`config.mk`:
```
export PLATFORM = sky130hd
export DESIGN_NAME = snake_body_decoder
export DESIGN_NICKNAME = d
export VERILOG_FILES = /design/src/rtl/snake_body_decoder.sv
export SDC_FILE = /design/constraint.sdc
export NUM_CORES = 1
export LEC_CHECK = 0
export BUFFER_PORTS_ARGS = -buffer_cell sky130_fd_sc_hd__buf_2
export CAP_MARGIN = 40
export CORE_MARGIN = 5
export CORE_UTILIZATION = 51
export CTS_CLUSTER_SIZE = 20
export DETAILED_ROUTE_END_ITERATION = 8
export GPL_TIMING_DRIVEN = 0
export PLACE_DENSITY = 0.76
export SYNTH_ARGS = -nofsm -noshare
export SYNTH_HDL_FRONTEND = slang
export SYNTH_SLANG_ARGS = --single-unit
```
`constraint.sdc`:
```
create_clock -name clk -period 3.4 [get_ports clk]
set_input_delay 0.34 -clock clk [delete_from_list [all_inputs] [get_ports clk]]
set_output_delay 0.34 -clock clk [all_outputs]
set_load 0.01 [all_outputs]
```
`src/rtl/snake_body_decoder.sv`:
```
// Walks a head-plus-directions snake chain and streams one (x, y) tile per segment.
// Also records the computed tail position on successful completion.
module snake_body_decoder #(
    parameter int MAX_SNAKE_LENGTH = 15,
    parameter int LENGTH_BITS      = 4,
    parameter int MAP_WIDTH        = 64,
    parameter int WIDTH_BITS       = 6,
    parameter int MAP_HEIGHT       = 48,
    parameter int HEIGHT_BITS      = 6
) (
    input  logic                              clk,
    input  logic                              rst_n,
    input  logic                              start,
    input  logic [WIDTH_BITS-1:0]             head_x,
    input  logic [HEIGHT_BITS-1:0]            head_y,
    input  logic [LENGTH_BITS-1:0]            length,
    input  logic [3*(MAX_SNAKE_LENGTH-1)-1:0] segments,
    output logic                              busy,
    output logic                              out_valid,
    input  logic                              out_ready,
    output logic [WIDTH_BITS-1:0]             out_x,
    output logic [HEIGHT_BITS-1:0]            out_y,
    output logic [LENGTH_BITS-1:0]            out_idx,
    output logic                              out_last,
    output logic                              done,
    output logic                              error,
    output logic [WIDTH_BITS-1:0]             tail_x,
    output logic [HEIGHT_BITS-1:0]            tail_y
);

    localparam int SEG_BITS = 3 * (MAX_SNAKE_LENGTH - 1);
    localparam logic [WIDTH_BITS-1:0]  X_MAX = WIDTH_BITS'(MAP_WIDTH - 1);
    localparam logic [HEIGHT_BITS-1:0] Y_MAX = HEIGHT_BITS'(MAP_HEIGHT - 1);
    localparam logic [LENGTH_BITS-1:0] LEN_MAX = LENGTH_BITS'(MAX_SNAKE_LENGTH);

    localparam logic [2:0] DIR_UP    = 3'd1;
    localparam logic [2:0] DIR_RIGHT = 3'd2;
    localparam logic [2:0] DIR_DOWN  = 3'd3;
    localparam logic [2:0] DIR_LEFT  = 3'd4;

    typedef enum logic [1:0] {
        IDLE = 2'd0,
        EMIT = 2'd1,
        DONE = 2'd2,
        ERR  = 2'd3
    } state_t;

    state_t                   state_q, state_d;
    logic [WIDTH_BITS-1:0]    x_q, x_d;
    logic [HEIGHT_BITS-1:0]   y_q, y_d;
    logic [LENGTH_BITS-1:0]   idx_q, idx_d;
    logic [LENGTH_BITS-1:0]   len_q, len_d;
    logic [SEG_BITS-1:0]      seg_q, seg_d;
    logic [WIDTH_BITS-1:0]    tail_x_q, tail_x_d;
    logic [HEIGHT_BITS-1:0]   tail_y_q, tail_y_d;

    logic [SEG_BITS-1:0]      seg_shifted;
    logic [2:0]               dir;
    logic                     is_last;
    logic [31:0]              length_ext;

    assign seg_shifted = seg_q >> (3 * int'(idx_q));
    assign dir         = seg_shifted[2:0];
    assign is_last     = (idx_q == len_q - LENGTH_BITS'(1));
    assign length_ext  = 32'(length);

    // NOTE: every variable assigned in this block gets a default first, so no path can infer a latch.
    always_comb begin
        state_d  = state_q;
        x_d      = x_q;
        y_d      = y_q;
        idx_d    = idx_q;
        len_d    = len_q;
        seg_d    = seg_q;
        tail_x_d = tail_x_q;
        tail_y_d = tail_y_q;

        unique case (state_q)
            IDLE: begin
                if (start) begin
                    x_d   = head_x;
                    y_d   = head_y;
                    idx_d = '0;
                    seg_d = segments;
                    len_d = (length_ext > 32'(MAX_SNAKE_LENGTH)) ? LEN_MAX : length;
                    state_d = (length == '0) ? DONE : EMIT;
                end
            end
            EMIT: begin
                if (out_ready) begin
                    if (is_last) begin
                        tail_x_d = x_q;
                        tail_y_d = y_q;
                        state_d  = DONE;
                    end else begin
                        idx_d = idx_q + LENGTH_BITS'(1);
                        // Wrap explicitly so a non-power-of-two map never sees an out-of-range row.
                        unique case (dir)
                            DIR_UP:    y_d = (y_q == '0)    ? Y_MAX : y_q - HEIGHT_BITS'(1);
                            DIR_DOWN:  y_d = (y_q == Y_MAX) ? '0    : y_q + HEIGHT_BITS'(1);
                            DIR_RIGHT: x_d = (x_q == X_MAX) ? '0    : x_q + WIDTH_BITS'(1);
                            DIR_LEFT:  x_d = (x_q == '0)    ? X_MAX : x_q - WIDTH_BITS'(1);
                            default: begin
                                idx_d   = idx_q;
                                state_d = ERR;
                            end
                        endcase
                    end
                end
            end
            DONE:    state_d = IDLE;
            ERR:     state_d = IDLE;
            default: state_d = IDLE;
        endcase
    end

    // NOTE: sequential state uses non-blocking assignments so every flop samples pre-edge values.
    always_ff @(posedge clk or negedge rst_n) begin
        if (!rst_n) begin
            state_q  <= IDLE;
            x_q      <= '0;
            y_q      <= '0;
            idx_q    <= '0;
            len_q    <= '0;
            seg_q    <= '0;
            tail_x_q <= '0;
            tail_y_q <= '0;
        end else begin
            state_q  <= state_d;
            x_q      <= x_d;
            y_q      <= y_d;
            idx_q    <= idx_d;
            len_q    <= len_d;
            seg_q    <= seg_d;
            tail_x_q <= tail_x_d;
            tail_y_q <= tail_y_d;
        end
    end

    assign busy      = (state_q == EMIT);
    assign out_valid = (state_q == EMIT);
    assign out_x     = x_q;
    assign out_y     = y_q;
    assign out_idx   = idx_q;
    assign out_last  = (state_q == EMIT) && is_last;
    assign done      = (state_q == DONE);
    assign error     = (state_q == ERR);
    assign tail_x    = tail_x_q;
    assign tail_y    = tail_y_q;

endmodule

```
; ---- After elaboration in Yosys (flattened, before gate mapping)
; Index checks and enable logic that the tools add are counted.
[word_totals]
inputBits = 62
output_inout_bits = 33
word_cells = 74
regBits = 76
[classes]
muxes = 26
n_mul = 1
n_shift = 1
n_reduce_logical = 14
add_sub_neg = 6
n_lt_le_gt_ge = 1
eq_ne = 17
[op_table]
columns = cell, n
row1 = $mux W6, 10
row2 = $pmux W6 S2, 4
row3 = $shr A42 B6 Y3, 1
row4 = $mux W4, 5
row5 = $reduce_and A5 Y1, 3
row6 = $add A6 B1 Y6 const B, 2
row7 = $eq A6 B6 Y1 const B, 2
row8 = $logic_not A6 Y1, 2
row9 = $sub A6 B1 Y6 const B, 2
row10 = $mux W2, 5
row11 = $pmux W4 S2, 1
row12 = $eq A3 B2 Y1 const B, 2
row13 = $mul A2 B4 Y6 const A, 1
row14 = $ne A2 B2 Y1 const B, 3
row15 = $ne A3 B1 Y1 const B, 2
row16 = $pmux W2 S3, 1
row17 = $reduce_and A3 Y1, 2
row18 = $add A4 B1 Y4 const B, 1
row19 = $eq A2 B2 Y1 const B, 2
row20 = $eq A4 B4 Y1, 1
row21 = $gt A4 B4 Y1 const B, 1
row22 = $logic_not A4 Y1, 1
row23 = $reduce_or A4 Y1, 1
row24 = $sub A4 B1 Y4 const B, 1
row25 = other kinds (10), 10

; ---- Longest topological paths before layout
; Gate-level depths: netlist of the first run.
[depth]
depth_word = 8
depth_mapped = 11
depth_no_buf = 9

; ---- Worst setup path before layout of the first run
; No wires, ideal clock.
[synth_timing]
kind = reg-to-reg
start = reg idx_q[0] (netlist: out_idx[0])
end = reg x_q[1] (netlist: out_x[1])
required_ns = 3.275
synth_period_minus_slack_ns = 2.411
t_arrival_ns = 2.287
setup_ns = 0.125
n_path_buf = 1
slack_ns = 0.989
path_stages_with_launch = 9
cell_sequence = dfrtp_1 buf_6 mux2_2 o22ai_1 or4_4 and2_4 xnor2_1 a21o_2 mux2_2
[synth_via]
elab_chain_len = 7
word_cells_on_any_way = 12
classes_between = mul (1) / eq/ne (5) / shift (1) / mux (4) / reduce/logical (1)
[synth_rtl]
columns = element, line_no
row1 = start: declaration, 51  ; logic [LENGTH_BITS-1:0] idx_q, idx_d;
row2 = start signal: assignment, 132  ; idx_q <= idx_d;
row3 = $mul A2 B4 Y6, 62  ; assign seg_shifted = seg_q >> (3 * int'(idx_q));
row4 = $shr A42 B6 Y3, 62
row5 = $eq A3 B3 Y1 or $eq A3 B2 Y1 (tied branches), 98  ; unique case (dir)
row6 = $pmux W6 S2, 98
row7 = $mux W6, 91  ; if (is_last) begin
row8 = $mux W6, 90  ; if (out_ready) begin
row9 = $pmux W6 S2, 78  ; unique case (state_q)
row10 = end signal: assignment, 121  ; x_q <= '0;
row11 = end signal: assignment, 130  ; x_q <= x_d;
row12 = end: declaration, 49  ; logic [WIDTH_BITS-1:0] x_q, x_d;
; Parallel ways exist; a longest one is shown, timed or not. The select of a mux whose other input is x is not followed.
; A chain may end at the register's enable or synchronous reset.

; ---- Worst setup path in the final report of the first run
[layout_timing]
start = reg idx_q[0] (netlist: out_idx[0])
end = reg x_q[4] (netlist: out_x[4])
; The elaborated chain is that of the path after synthesis.

==> flow_metrics.py, run 1 <==
metrics = {
    "sta": {
        "rsz0062_at_grt": "false",
        "hold_violations": 0,
        "max_slew_margin": 0.571,
        "fin_crit_sh": 0.858,
        "fin_tns_setup_ns": 0,
        "worstMarginPinSlew_ns": 0.643,
        "setup_viol": 0,
        "fmax_mhz": 343,
        "setup_ws_ns": 0.482,
        "holdWs_ns": 0.197,
        "finClkSkew_ns": 0.0192,
        "drv_slew": 0,
        "period_minus_slack_ns": 2.92,
    },
    "critical_path": {
        "r2r_end": "out_x[4]$_DFFE_PN0P_",
        "worstPathCellList": "buf_6 -> buf_6 -> buf_6 -> mux2i_1 -> o22ai_1 -> o21ai_1 -> nand4_1 -> nor4_1 -> o31ai_1 -> mux2_2",
        "crit_family": "simple AND/OR/NAND/NOR gates",
        "timing.rr.start": "out_idx[0]$_DFFE_PN0P_",
        "r2r_cells": 10,
        "cp_max_fo": 10,
        "setup.worst_path.start_class": "flip-flop",
        "cpMaxStageDelayCell": "dfrtp_1",
        "critPathMostFrequentCell": "buf_6",
        "crit_type": "reg2reg",
        "cp.depth": 10,
        "arrival_ns": 3.17,
        "path_buf_inv": 3,
        "crit_path_end_kind": "flip-flop",
        "startpoint": "out_idx[0]$_DFFE_PN0P_",
        "crit_required_ns": 3.65,
        "r2r_slack_ns": 0.48,
        "endpoint": "out_x[4]$_DFFE_PN0P_",
        "cpPeakStageDelay_ns": 0.42,
    },
    "floorplanning": {
        "dieHeight_um": 102,
        "boundaryPins": 95,
        "core_sq_um": 8220,
        "die_area_sq_um": 10400,
        "initial_core_util": 0.524,
        "dieWidth_um": 102,
        "rows": 33,
    },
    "finish": {
        "register_area_sq_um": 1900,
        "nets": 575,
        "num-fill-cells": 685,
        "num_antenna_cells": 0,
        "multi_input_comb_area_sq_um": 2180,
        "finalNonFillerCells": 615,
        "area_delta_synth_final_pct": 20.2,
        "layout-drive-gt1-share": 0.392,
    },
    "logic_synthesis": {
        "ys.flop_type": "dfrtp_1",
        "syn_inst": 397,
        "postSynth.asyncResetShare": 1.00,
        "netlist_area_sq_um": 4300,
        "synth_seq_cells": 76,
        "synth_enable_flop_cells": 0,
        "yosysUniqueCellTypes": 60,
        "syn_avg_cell_area_sq_um": 10.8,
        "ys_seq_area_frac": 0.442,
        "synth_nets": 467,
        "yosysWarnings": 0,
    },
    "job": {
        "drv_cap": 0,
    },
    "global_routing": {
        "grt_pass1_vias": 3420,
        "grt_pass1_wl_um": 17200,
        "grt_max_degree": 45,
        "grt_overflow": 0,
        "track_usage": 0.212,
        "antenna_found_initial": 0,
    },
    "cts": {
        "clk_pin_slew_ns": 0.09,
        "clock_latency_ns": 0.37,
        "htree_levels": 3,
        "clk_path_buf_depth": 2,
        "cts_buffers": 9,
        "clock-sinks": 76,
        "ctsRootBufferMaster": "clkbuf_8",
        "tritoncts": "done",
    },
    "placed_design": {
        "place_ws_ns": 0.559,
        "hpwl_um": 7630,
        "portBuffers": 94,
        "place_inst": 598,
        "place.gp.congestion": 0.944,
    },
    "drt": {
        "drt-initial-drc-count": 187,
        "drtAntennaViolNets": 0,
        "drc": 0,
        "wl_per_cell_um": 17.1,
        "drt_pass1_iterations": 4,
        "wl_um": 10500,
        "vias": 3513,
        "routed_via_density": 5.71,
    },
    "power_and_ir_drop": {
        "vdd_ir_drop_max_uv": 486,
        "total_power_w": 0.00566,
        "p_per_area_nw_per_um2": 1090,
        "power_leakage_nw": 2.36,
    },
    "min_path": {
        "hp-class": "in2reg",
    },
    "run_status": {
        "status": "finished, final reports clean",
    },
}
area by class of cell:
type | count | share of cell area
Multi-Input combinational cell | 282 | 0.422
Sequential cell | 76 | 0.368
Buffer | 27 | 0.0334
Timing Repair Buffer | 97 | 0.0983
Clock inverter | 7 | 0.0203
Clock buffer | 9 | 0.0240
Inverter | 12 | 0.00871
Tap cell | 105 | 0.0254
metrics by stage:
step	util	cell area [sq um]
floorplan	-	4300
global placement	0.597	4900
detailed placement	0.600	4930
CTS	0.629	5170
global route	0.629	5170
finish	0.629	5170
layout by cell type (no fill, tap or decap), types with 9 or more instances in the layout:
| cell type | instances |
|---|---|
| mux2_2 | 66 |
| o21ai_0 | 15 |
| nand2_1 | 22 |
| nor2_1 | 23 |
| nor3_1 | 15 |
| buf_2 | 97 |
| clkbuf_8 | 12 |
| inv_1 | 12 |
| a31oi_1 | 11 |
| nand3_1 | 10 |
| mux2i_1 | 9 |
| clkbuf_1 | 15 |
| dfrtp_1 | 76 |
| a21oi_1 | 15 |
cell usage after synthesis, drive strengths merged (2+ instances only):
cell type   n  area share
buf         9       0.017
nor4        2      0.0029
o211ai      4      0.0070
nand2b      4      0.0058
a21o        3      0.0055
and2b       2      0.0041
xnor2       7       0.019
o21ai      16       0.019
o31ai       3      0.0052
o311ai      2      0.0041
nor2       23       0.020
mux4        2       0.012
mux2i       9       0.021
a211oi      4      0.0070
or3         5      0.0076
or2b        2      0.0047
dfrtp      76        0.44
nand4       4      0.0058
and2        2      0.0035
nor2b       3      0.0044
mux2       66        0.17
and3        3      0.0044
nor3       15       0.017
a21oi      15       0.017
inv        12       0.010
a31o        2      0.0041
xor2        7       0.014
a31oi      11       0.016
a22o        2      0.0041
nand3b      2      0.0035
clkbuf     18       0.023
ha          8       0.023
o22ai       7       0.010
nand3      10       0.012
nand2      22       0.019
routing by layer:
metal | vias up | share of wire | GRT usage
li1 | 1663 | - | -
met1 | 1689 | 0.42 | 0.288
met2 | 146 | 0.47 | 0.332
met3 | 15 | 0.085 | 0.0573
met4 | 0 | 0.017 | 0.0716
met5 | - | 0 | 0
registers in the layout (all words and copies together), names as in the netlist:
name / flops
seg_q: 42
state_q: 2
tail_y: 6
out_idx: 4
out_x: 6
len_q: 4
out_y: 6
tail_x: 6
how the worst min path moves through the flow:
stage                                    start               endpoint  cells after the start
final                             segments[28]  seg_q[28]$_DFFE_PN0P_                      2
after global placement    seg_q[7]$_DFFE_PN0P_   seg_q[7]$_DFFE_PN0P_                      1
after CTS                         segments[28]  seg_q[28]$_DFFE_PN0P_                      2
after floorplan                          rst_n   len_q[0]$_DFFE_PN0P_                      0
after global routing              segments[31]  seg_q[31]$_DFFE_PN0P_                      2
after detailed placement                 rst_n   out_y[5]$_DFFE_PN0P_                      1
cells by family after synthesis:
group / count (synthesis) / synth area share
adder cells (fa/ha/maj): 8 / 0.0233
buffers and inverters: 39 / 0.0506
flip-flops: 76 / 0.442
AO/OA/AOI/OAI: 80 / 0.122
AND/OR/NAND/NOR: 103 / 0.123
multiplexers: 77 / 0.206
XOR/XNOR: 14 / 0.0329
power by group:
part / leakage, nW / total, W / internal [W] / switching, W
registers: 0.914 / 0.00168 / 0.00135 / 0.000328
logic: 1.34 / 0.00317 / 0.00150 / 0.00166
clock network: 0.113 / 0.000814 / 0.000426 / 0.000388
total: 2.36 / 0.00566 / 0.00328 / 0.00238
timing repair:
action / in CTS / in global routing
hold endpoints to repair: 32 / 0
gates resized for setup: 0 / 0
buffers inserted: 0 / 0
hold buffers: 1 / 0
Note: power is estimated with default switching activity, not from simulation.
==> inputs of run 2 (changes only) <==
Settings changed: ABC_AREA set to 1, PLACE_DENSITY 0.76 to 0.75.
==> run 2 against run 1 <==
Sequential share of layout area decreased by 1.3 points. Worst hold slack better by 0.025 ns. Sequential cell count is the same. Final cell count is 34% higher. Clock power is 22% lower. Die area grew 4.8%. Clock skew decreased by 0.0093 ns. Global-route usage up 0.68 points. Critical path depth is 4 lower. Synthesized cell count grew 52%. Highest routed layer unchanged.
==> flow_metrics.py, run 2 <==
metrics = {
    "logic_synthesis": {
        "synth_area_leaders": "dfrtp_1, nand2_1, nor2_1",
        "ys_seq_area_frac": 0.420,
        "postSynth.asyncResetShare": 1.00,
        "syn_inst": 602,
        "synth_commonest_cells": "nand2_1, nor2_1, dfrtp_1",
        "yosysTopAreaCell": "dfrtp_1",
        "yosys.area.top_type_share": 0.420,
        "ys.flop_type": "dfrtp_1",
        "yosysWarnings": 0,
        "syn_avg_cell_area_sq_um": 7.53,
        "netlist_area_sq_um": 4530,
        "synth_enable_flop_cells": 0,
        "synth_nets": 672,
        "yosysUniqueCellTypes": 39,
        "synth_seq_cells": 76,
        "yosysMostFrequentCell": "nand2_1",
    },
    "finish": {
        "mostFrequentLayoutCell": "nand2_1",
        "multi_input_comb_area_sq_um": 2200,
        "num_antenna_cells": 0,
        "layout-drive-gt1-share": 0.245,
        "finalNonFillerCells": 822,
        "register_area_sq_um": 1900,
        "nets": 779,
        "largest_reg_flops": 42,
        "layout_common_cells": "nand2_1, buf_2, nor2_1, dfrtp_1, inv_1",
        "area_delta_synth_final_pct": 18.2,
        "max_flop_register": "seg_q",
        "num-fill-cells": 809,
    },
    "cts": {
        "htree_levels": 3,
        "cts_resized": 0,
        "clk_pin_slew_ns": 0.08,
        "clock_latency_ns": 0.34,
        "ctsRootBufferMaster": "clkbuf_8",
        "cts_setup_buffers": 0,
        "tritoncts": "done",
        "clk_path_buf_depth": 2,
        "clock-sinks": 76,
        "cts.hold.buffers_added": 1,
        "cts_buffers": 9,
    },
    "drt": {
        "drt_pass1_iterations": 7,
        "routed_via_density": 5.15,
        "drt-initial-drc-count": 360,
        "wl_per_cell_um": 14.1,
        "vias": 4235,
        "drc": 0,
        "wl_um": 11600,
        "drtAntennaViolNets": 0,
    },
    "sta": {
        "fin_crit_sh": 0.693,
        "hold_violations": 0,
        "rsz0062_at_grt": "false",
        "max_slew_margin": 0.664,
        "drv_slew": 0,
        "finClkSkew_ns": 0.00993,
        "period_minus_slack_ns": 2.36,
        "worstMarginPinSlew_ns": 0.505,
        "setup_viol": 0,
        "fmax_mhz": 424,
        "fin_tns_setup_ns": 0,
    },
    "global_routing": {
        "antenna_found_initial": 0,
        "grt_pass1_vias": 4233,
        "grt_max_degree": 55,
        "grt_overflow": 0,
        "grt_pass1_wl_um": 19900,
        "track_usage": 0.219,
    },
    "placed_design": {
        "hpwl_um": 8860,
        "place.gp.congestion": 0.891,
        "place_inst": 805,
        "portBuffers": 94,
    },
    "critical_path": {
        "r2r_slack_ns": 1.16,
        "cp_max_fo": 11,
        "crit_path_end_kind": "primary output",
        "crit_type": "reg2out",
        "setup.worst_path.start_class": "flip-flop",
        "arrival_ns": 2.02,
        "crit_required_ns": 3.06,
    },
    "job": {
        "drv_cap": 0,
    },
    "floorplanning": {
        "rows": 34,
        "dieWidth_um": 104,
        "initial_core_util": 0.522,
        "dieHeight_um": 104,
        "core_sq_um": 8680,
        "boundaryPins": 95,
        "die_area_sq_um": 10900,
    },
    "power_and_ir_drop": {
        "total_power_w": 0.00560,
        "power_leakage_nw": 2.92,
        "p_per_area_nw_per_um2": 1050,
        "vdd_ir_drop_max_uv": 499,
    },
    "run_status": {
        "status": "finished, final reports clean",
    },
    "min_path": {
        "hp-class": "in2reg",
    },
}
-- run 2: cell types whose count changed after synthesis, sizes merged, moves of 6 or more --
cell    delta
mux2      -56
o21ai      +9
nand3     +40
buf        +6
mux2i      -9
nor2      +62
a31oi      -9
nor3       -7
inv       +63
clkbuf    -10
o22ai      -7
nand2    +144
a21oi     +33
-- run 2: where the power goes --
part           leakage [nW]  total [W]  switching, W  internal [W]
Clock                0.0820   0.000636      0.000350      0.000287
Sequential            0.884    0.00159      0.000273       0.00132
Combinational          1.95    0.00337       0.00215       0.00122
Total                  2.92    0.00560       0.00277       0.00283
-- run 2: worst max-delay path: stages, from the launching register on --
cell	delay [ns]
dfrtp_1	0.56
inv_1	0.07
nor2_1	0.20
buf_2	0.28
buf_2	0.29
buf_4	0.14
buf_2	0.12
-- run 2: area by class of cell --
class	instances	share of cell area
Buffer	23	0.0264
Clock buffer	11	0.0264
Clock inverter	5	0.00678
Inverter	75	0.0535
Multi-Input combinational cell	428	0.411
Sequential cell	76	0.355
Tap cell	108	0.0252
Timing Repair Buffer	96	0.0953
-- run 2: logic make-up (layout without fill, tap and decap cells) --
| kind of cell | count (synthesis) | in the layout | synth area share |
|---|---|---|---|
| AND/OR/NAND/NOR | 322 | 322 | 0.328 |
| XOR/XNOR | 10 | 10 | 0.0193 |
| flip-flops | 76 | 76 | 0.420 |
| multiplexers | 10 | 10 | 0.0249 |
| AO/OA/AOI/OAI | 78 | 78 | 0.0920 |
| buffers and inverters | 98 | 210 | 0.0944 |
| adder cells (fa/ha/maj) | 8 | 8 | 0.0221 |
-- run 2: stage by stage --
step | hold slack [ns] | utilization | setup WS (ns) | instance area [sq um]
finish | 0.223 | 0.617 | 1.04 | 5350
global route | 0.209 | 0.617 | 0.911 | 5350
CTS | 0.214 | 0.617 | 1.05 | 5350
detailed placement | 0.265 | 0.595 | 1.26 | 5170
global placement | 0.464 | 0.592 | 1.30 | 5140
floorplan | 0.0444 | - | 1.53 | 4530
-- run 2: final timing paths --
kind | from | end | cells after the start
max | state_q[0]$_DFFE_PN0P_ | out_valid | 6
min | segments[30] | seg_q[30]$_DFFE_PN0P_ | 2
max reg2reg | out_idx[1]$_DFFE_PN0P_ | out_y[4]$_DFFE_PN0P_ | 10
min reg2reg | tail_x[5]$_DFFE_PN0P_ | tail_x[5]$_DFFE_PN0P_ | 2
max in group asynchronous | rst_n | tail_x[1]$_DFFE_PN0P_ | 3
min in group asynchronous | rst_n | seg_q[29]$_DFFE_PN0P_ | 2
-- run 2: routing by layer --
layer	wire length, um	vias up	track usage
met5	0	-	0
li1	-	2124	-
met4	193	0	0.0675
met3	579	21	0.0341
met1	5280	1973	0.301
met2	5530	117	0.357
==> inputs of run 3 (changes only) <==
Clock period 3.4 ns to 2.34 ns, I/O delays scaled along.
==> run 3 against run 2 <==
Critical path depth rose by 3. Die area did not move. Register-to-register slack got worse by 0.92 ns. Routed wire length did not move. Final cell count did not move. Critical endpoint is now out_last.
==> flow_metrics.py, run 3 (same netlist as run 2, synthesis figures left out) <==
metrics = {
    "run_status": {
        "status": "finished, final reports clean",
    },
    "sta": {
        "fin_tns_setup_ns": 0,
        "fmax_mhz": 452,
        "period_minus_slack_ns": 2.21,
        "drv_slew": 0,
        "finClkSkew_ns": 0.0107,
        "max_slew_margin": 0.661,
        "setup_viol": 0,
        "worstMarginPinSlew_ns": 0.509,
        "hold_violations": 0,
        "setup_ws_ns": 0.127,
        "holdWs_ns": 0.114,
        "fin_crit_sh": 0.946,
        "rsz0062_at_grt": "false",
    },
    "critical_path": {
        "crit_type": "reg2out",
        "cp_max_fo": 3,
        "r2r_slack_ns": 0.24,
        "arrival_ns": 1.98,
        "r2r_cells": 11,
        "setup.worst_path.start_class": "flip-flop",
        "crit_path_end_kind": "primary output",
        "crit_required_ns": 2.11,
        "timing.rr.start": "len_q[0]$_DFFE_PN0P_",
        "r2r_end": "tail_y[3]$_DFFE_PN0P_",
    },
    "finish": {
        "mostFrequentLayoutCell": "nand2_1",
        "num-fill-cells": 807,
        "max_flop_register": "seg_q",
        "area_delta_synth_final_pct": 18.3,
        "num_antenna_cells": 0,
        "nets": 779,
        "layout_common_cells": "nand2_1, buf_2, nor2_1, dfrtp_1, inv_1",
        "layout-drive-gt1-share": 0.249,
        "largest_reg_flops": 42,
        "design_area_sq_um": 5360,
    },
    "power_and_ir_drop": {
        "power_leakage_nw": 2.92,
        "intPower_w": 0.00411,
        "p_seq_frac": 0.285,
        "switchingPower_w": 0.00404,
        "p_clk_frac": 0.114,
        "share_comb_of_total_power": 0.601,
        "vdd_ir_drop_max_uv": 727,
        "p_per_area_nw_per_um2": 1520,
        "switching_share": 0.495,
    },
    "placed_design": {
        "place.gp.congestion": 0.891,
        "place_ws_ns": 0.201,
        "dpl-instance-area_sq_um": 5170,
        "hpwl_um": 8860,
        "portBuffers": 94,
    },
    "global_routing": {
        "track_usage": 0.219,
        "grt_max_degree": 55,
        "grt_pass1_wl_um": 19900,
        "grt_pass1_vias": 4233,
        "grt_overflow": 0,
        "antenna_found_initial": 0,
    },
    "cts": {
        "ctsRootBufferMaster": "clkbuf_8",
        "clock-sinks": 76,
        "clk_path_buf_depth": 2,
        "cts_setup_buffers": 0,
        "htree_levels": 3,
        "cts_buffers": 9,
        "clk_pin_slew_ns": 0.08,
        "clock_latency_ns": 0.35,
        "tritoncts": "done",
    },
    "min_path": {
        "hp-class": "in2reg",
        "hold_depth": 2,
        "holdCritStartpoint": "segments[30]",
        "min_to": "seg_q[30]$_DFFE_PN0P_",
    },
    "floorplanning": {
        "boundaryPins": 95,
        "die_area_sq_um": 10900,
        "initial_core_util": 0.522,
        "core_sq_um": 8680,
        "rows": 34,
        "dieHeight_um": 104,
        "dieWidth_um": 104,
    },
    "drt": {
        "drtAntennaViolNets": 0,
        "drt_pass1_iterations": 5,
        "drt-initial-drc-count": 314,
        "vias": 4279,
        "wl_per_cell_um": 14.1,
        "wl_um": 11600,
        "drc": 0,
        "routed_via_density": 5.21,
    },
    "job": {
        "drv_cap": 0,
    },
}
## run 3: what timing repair did
| item | in CTS | in global routing |
|---|---|---|
| hold buffers | 1 | 0 |
| resized for setup | 0 | 3 |
| setup endpoints to repair | 0 | 17 |
| endpoints found under the hold margin | 22 | 0 |
## run 3: area by class of cell
| class | instances | area, sq um | area share |
|---|---|---|---|
| multi-input cells | 428 | 2210 | 0.412 |
| flip-flops and latches | 76 | 1900 | 0.355 |
| repair buffers | 96 | 510 | 0.0952 |
| inverters | 75 | 287 | 0.0535 |
| clock buffers | 11 | 141 | 0.0264 |
| plain buffers | 23 | 141 | 0.0264 |
| well taps | 108 | 135 | 0.0252 |
| clock inverters | 5 | 36.3 | 0.00677 |
## run 3: worst max path at each step
stage	startpoint	to	slack, ns	cells after the start
after floorplan	len_q[0]$_DFFE_PN0P_	tail_x[0]$_DFFE_PN0P_	0.47	11
after global placement	out_idx[1]$_DFFE_PN0P_	out_x[0]$_DFFE_PN0P_	0.24	11
after detailed placement	out_idx[1]$_DFFE_PN0P_	out_y[4]$_DFFE_PN0P_	0.20	10
after CTS	state_q[0]$_DFFE_PN0P_	out_valid	0.09	6
after global routing	len_q[0]$_DFFE_PN0P_	out_last	0.02	9
final	len_q[0]$_DFFE_PN0P_	out_last	0.13	9
## run 3: layer usage
layer  vias to the layer above  routed length, um  part of all wire  track usage
met5                         -                  0                 0            0
met4                         0                202             0.017       0.0675
met3                        22                657             0.057       0.0341
met2                       141               5560              0.48        0.357
met1                      1994               5160              0.45        0.301
li1                       2122                  -                 -            -
## run 3: power groups by stage
| stage | Clock [W] | Combinational [W] | Sequential [W] |
|---|---|---|---|
| after detailed placement | 0 | 0.00488 | 0.00234 |
| final | 0.000930 | 0.00490 | 0.00232 |
| after global placement | 0 | 0.00473 | 0.00231 |
| after CTS | 0.000944 | 0.00490 | 0.00231 |
| after floorplan | 0 | 0.00363 | 0.00234 |
| after global routing | 0.00100 | 0.00551 | 0.00239 |
## run 3: per-stage QoR
step | power, W | util | cells
2_1_floorplan | 0.00597 | - | 602
3_3_place_gp | 0.00704 | 0.592 | 804
3_5_place_dp | 0.00722 | 0.595 | 805
4_1_cts | 0.00816 | 0.617 | 822
5_1_grt | 0.00890 | 0.618 | 822
6_report | 0.00815 | 0.618 | 822
## run 3: worst max-delay path: stages, from the launching register on
cell	delay, ns
dfrtp_1	0.37
inv_1	0.08
ha_1	0.31
or2_2	0.28
nand4_1	0.07
nor2_1	0.04
and2_1	0.15
nand2_2	0.10
inv_1	0.08
buf_2	0.14
